===== src/rtl/mem_arbiter.sv =====
// ============================================================================
//  Module   : mem_arbiter
//  Purpose  : Single-port memory arbiter between a core and a DMA/debug master.
//             Define MEM_ARB_RR_EN for round-robin contention (default: fixed
//             core priority with a DMA starvation guard).
//  Revision : 1.0 - initial release
// ============================================================================
`default_nettype none

module mem_arbiter #(
  parameter int AW            = 32,
  parameter int DW            = 32,
  parameter int DMA_MAX_BURST = 4,
  parameter int STARVE_LIMIT  = 8
) (
  input  logic          clk,
  input  logic          reset,
  input  logic          core_req,
  input  logic [AW-1:0] core_adr,
  input  logic [DW-1:0] core_wdata,
  input  logic          core_we,
  output logic [DW-1:0] core_rdata,
  output logic          core_wait,
  input  logic          dma_req,
  input  logic [AW-1:0] dma_adr,
  input  logic [DW-1:0] dma_wdata,
  input  logic          dma_we,
  output logic          dma_ack,
  output logic [DW-1:0] dma_rdata,
  output logic [AW-1:0] mem_adr,
  output logic [DW-1:0] mem_wdata,
  output logic          mem_we,
  input  logic [DW-1:0] mem_rdata
);

  typedef enum logic [1:0] {
    IDLE = 2'd0,
    CORE = 2'd1,
    DMA  = 2'd2
  } state_t;

  localparam logic [3:0] BURST_MAX = 4'(DMA_MAX_BURST);

  state_t     state;
  state_t     winner;
  logic [3:0] burst_cnt;
  logic       contend;
  logic       dma_wins_contention;

`ifdef MEM_ARB_RR_EN
  logic last_win_dma;

  assign dma_wins_contention = ~last_win_dma;
`else
  localparam logic [3:0] STARVE_MAX = 4'(STARVE_LIMIT);
  logic [3:0] starve_cnt;

  assign dma_wins_contention = (starve_cnt == STARVE_MAX);
`endif

  // Winner is forced to IDLE under reset so the memory strobe drops at once.
  always_comb begin
    winner  = IDLE;
    contend = 1'b0;
    if (!reset) begin
      winner = IDLE;
    end else if (state == DMA && dma_req && burst_cnt < BURST_MAX) begin
      winner = DMA;
    end else if (dma_req && core_req && burst_cnt == BURST_MAX) begin
      winner = CORE;
    end else if (core_req && !dma_req) begin
      winner = CORE;
    end else if (dma_req && !core_req) begin
      winner = DMA;
    end else if (dma_req && core_req) begin
      contend = 1'b1;
      winner  = dma_wins_contention ? DMA : CORE;
    end
  end

  always_comb begin
    mem_adr   = core_adr;
    mem_wdata = core_wdata;
    mem_we    = 1'b0;
    dma_ack   = 1'b0;
    core_wait = 1'b0;
    case (winner)
      CORE: mem_we = core_we;
      DMA: begin
        mem_adr   = dma_adr;
        mem_wdata = dma_wdata;
        mem_we    = dma_we;
        dma_ack   = 1'b1;
        core_wait = core_req;
      end
      default: ;
    endcase
  end

  assign core_rdata = mem_rdata;
  assign dma_rdata  = mem_rdata;

  always_ff @(posedge clk or negedge reset) begin
    if (!reset) begin
      state     <= IDLE;
      burst_cnt <= 4'd0;
`ifdef MEM_ARB_RR_EN
      last_win_dma <= 1'b0;
`else
      starve_cnt   <= 4'd0;
`endif
    end else begin
      state <= winner;

      if (winner == DMA) begin
        if (state != DMA)
          burst_cnt <= 4'd1;
        else if (burst_cnt != BURST_MAX)
          burst_cnt <= burst_cnt + 4'd1;
      end else begin
        burst_cnt <= 4'd0;
      end

`ifdef MEM_ARB_RR_EN
      if (contend)
        last_win_dma <= (winner == DMA);
`else
      // Denied DMA cycles accumulate until a DMA grant; a dropped request keeps the count.
      if (winner == DMA)
        starve_cnt <= 4'd0;
      else if (dma_req && starve_cnt != STARVE_MAX)
        starve_cnt <= starve_cnt + 4'd1;
`endif
    end
  end

endmodule

`default_nettype wire


===== config.mk =====
export PLATFORM = sky130hd
export DESIGN_NAME = mem_arbiter
export DESIGN_NICKNAME = d
export VERILOG_FILES = /design/src/rtl/mem_arbiter.sv
export SDC_FILE = /design/constraint.sdc
export NUM_CORES = 1
export LEC_CHECK = 0
export ABC_AREA = 1
export CAP_MARGIN = 10
export CELL_PAD_IN_SITES_DETAIL_PLACEMENT = 0
export CELL_PAD_IN_SITES_GLOBAL_PLACEMENT = 1
export CORE_MARGIN = 1.5
export CORE_UTILIZATION = 13
export DETAILED_ROUTE_END_ITERATION = 6
export PLACE_DENSITY_LB_ADDON = 0.1
export SETUP_SLACK_MARGIN = 0.5
export SLEW_MARGIN = 20
export SYNTH_ARGS = -nofsm -noshare
export SYNTH_HDL_FRONTEND = slang
export SYNTH_SLANG_ARGS = --single-unit

===== constraint.sdc =====
create_clock -name clk -period 2.95 [get_ports clk]
set_input_delay 0.4425 -clock clk [delete_from_list [all_inputs] [get_ports clk]]
set_output_delay 0.4425 -clock clk [all_outputs]
set_load 0.01 [all_outputs]

==> results.tsv <==
metric	value	unit
die_h	124	microns
detail_route.vias_per_cell	3.68	
clock-root-buffer	clkbuf_16	
synthCells	352	
p_leak	2.32	nW
crit_path_end_kind	primary output	
finish.instance_area	4690	sq um
syn_area_per_cell	5.45	sq um
critPathKind	reg -> out	
hold_violations	0	
area_growth	145	%
antennaDiodeCount	0	
cts_buffers	3	
internal-power	0.900	mW
fp-row-count	44	
cp_slowest_stage_delay	350	ps
yosysTopAreaCell	nand2_1	
antenna_found_initial	0	
cp.required	2510	ps
chipWidth	124	microns
fmax	381	MHz
worstMarginPinSlew	218	ps
yosysWarnings	0	
htree_levels	1	
clockBufferDepth	2	
via_count	2615	
power.total	1.36	mW
hpwl	6.96	mm
p_per_area	290	nW/um^2
wl_per_cell	13.8	microns
period_share	89.0	%
initial_core_util	13.2	%
drt_first_pass_iters	4	
cap_violations	0	
dr_wl_met2	5.19	mm
gp_congestion	0.842	
drt-met1-wl	3.96	mm
drive_gt1_share	42.5	%
rrSetupSlack	690	ps
min_period	2620	ps
combPwrFrac	67.0	%
crit_path_frequent_cell	nor2_2	
crit_path_cell_trace	inv_1 > ha_2 > nand2_2 > nor2_2 > nor2_2 > nor2_2 > nor2_2 > ha_4 > buf_12 > clkinv_8 > buf_6 > buf_16 > nand2_2 > nand2_1 > buf_2	
io_pins	297	
hold_class	in -> async	
max_slew_margin	85.3	%
hold_buffers	0	
crit_start	burst_cnt[0]	
dr.max_layer_used	met4	
clk_latency	230	ps
place_ws	-184	ps
grt_overflow	0	
critPathMaxFanout	7	
fin_ws	326	ps
fin_skew	1.23	ps
routed_wl	9.82	mm
pwr-share-seq	13.3	%
drc	0	
fin_nets	700	
drtIter0Drc	62	
clock_power_share	19.7	%
fin_tns_setup	0	ps
switching_share	33.9	%
cp.arrival	2180	ps
grt_pass1_vias	2471	
grt_pass1_wl	14.3	mm
core	14500	sq um
track_usage	11.6	%
grt_setup_unrepaired	yes	
grt_max_degree	15	
port_buffers	200	
syn-cell-area	1920	sq um
syn_nets	524	
synth.top_cell.area_share	41.1	%
p_sw	0.461	mW
ys_types	20	
clk_pin_slew	40	ps
r2r_start	burst_cnt[0]	
place_area	3780	sq um
cts_sinks	10	
rr_endpoint	burst_cnt[0]	
ys_seq_area_share	13.0	%
status	finished, final reports clean	
crit_path_start_kind	flip-flop	
cts_tree	done	
slowest_stage	dfrtp_1	
slew_violations	0	
ys_top_cells_by_area	nand2_1, buf_4, dfrtp_1	
die_area	15500	sq um
synth-seq-cells	10	
final-setup-viol-count	0	
ant_nets	0	
wl_met3	531	microns
peakVddDrop	0.139	mV
r2r_cells	18	
## kinds of logic (layout without fill, tap and decap cells)
family / after synthesis / in the layout / share of synthesized area [%]
simple gates: 233 / 233 / 46.9
flops: 10 / 10 / 13.0
xor+xnor: 2 / 2 / 0.913
compound gates: 7 / 7 / 1.83
buf+inv: 94 / 269 / 33.4
fa+ha+maj: 6 / 6 / 3.91
## state kept, by name, indices dropped and copies added, names as in the netlist
register / cells
burst_cnt: 4
starve_cnt: 4
state: 2
## final cells by class
class,count,area (sq um)
timing repair inverter,1,16.3
multi-input combinational,248,1430
sequential,10,250
inverter,15,82.6
clock buffer,4,88.8
timing repair buffer,249,2590
tap,184,230
fill,1570,9790
## cells in the mapped netlist (all sizes together)
library cell,n
buf,79
inv,15
o21ai,4
xor2,1
nand2,211
nand4,2
nand3,9
xnor2,1
nor2,10
ha,6
nand3b,1
a21oi,3
dfrtp,10
## worst max path at each step
stage | slack (ps) | cells past startpoint | to
after floorplan | 670 | 14 | mem_adr[10]
after global placement | -170 | 10 | mem_adr[1]
after detailed placement | -180 | 10 | mem_adr[1]
after CTS | 250 | 15 | mem_wdata[5]
after global routing | 220 | 14 | mem_wdata[11]
final | 330 | 15 | mem_adr[1]
## metal layers
metal / global-route usage (%) / vias up
met5: 0 / -
met4: 2.37 / 0
met3: 2.75 / 24
met2: 21.3 / 93
met1: 13.6 / 1154
li1: - / 1344
## critical path, delay by kind of cell, from the launching register on
family	cells	cell delay [ps]
buffers and inverters	6	680
and+or+nand+nor	7	550
DFF	1	350
adders and majority gates	2	350
## repair_timing
item	4_1_cts	5_1_grt
setup buffers	18	5
pin swaps	20	28
endpoints found under the setup margin	67	69
gates resized for setup	354	102
cloned	8	3
## cell usage in the layout (no fill, tap or decap)
| cell type | Yosys | layout |
|---|---|---|
| buf_2 | 9 | 40 |
| clkinv_8 | 0 | 1 |
| inv_1 | 13 | 10 |
| dlygate4sd2_1 | 0 | 1 |
| o21ai_1 | 1 | 1 |
| nand3b_1 | 1 | 1 |
| buf_4 | 67 | 20 |
| nand4_1 | 2 | 2 |
| nand2_2 | 1 | 60 |
| xor2_1 | 1 | 1 |
| nor2_4 | 0 | 1 |
| dlymetal6s2s_1 | 0 | 2 |
| nand3_1 | 9 | 9 |
| buf_12 | 0 | 13 |
| buf_16 | 0 | 8 |
| clkbuf_8 | 0 | 1 |
| nand2_4 | 0 | 28 |
| clkdlybuf4s50_1 | 0 | 130 |
| ha_1 | 6 | 3 |
| buf_6 | 3 | 32 |
| ha_4 | 0 | 2 |
| a21oi_1 | 3 | 2 |
| nand2_1 | 210 | 123 |
| dfrtp_1 | 10 | 10 |
| clkbuf_16 | 0 | 5 |
| buf_8 | 0 | 1 |
| xnor2_1 | 1 | 1 |
| clkinv_16 | 0 | 1 |
| nor2_1 | 9 | 4 |
| ha_2 | 0 | 1 |
| inv_2 | 1 | 4 |
| a21oi_2 | 0 | 1 |
| nor2_2 | 1 | 5 |
| o21ai_0 | 3 | 3 |
## power by group through the flow
stage,clock (mW),sequential [mW],combinational [mW]
4_1_cts,0.274,0.180,0.822
5_1_grt,0.286,0.183,0.986
2_1_floorplan,0,0.183,0.336
6_report,0.268,0.181,0.912
3_5_place_dp,0,0.187,0.689
3_3_place_gp,0,0.189,0.694
## metrics by stage
| stage | hold slack, ps | std cells | util [%] |
|---|---|---|---|
| 2_1_floorplan | 147 | 352 | - |
| 3_3_place_gp | 539 | 673 | 26.1 |
| 3_5_place_dp | 527 | 673 | 26.1 |
| 4_1_cts | 574 | 703 | 29.6 |
| 5_1_grt | 387 | 711 | 32.4 |
| 6_report | 356 | 711 | 32.4 |
Power figures use the tool's default switching activity.
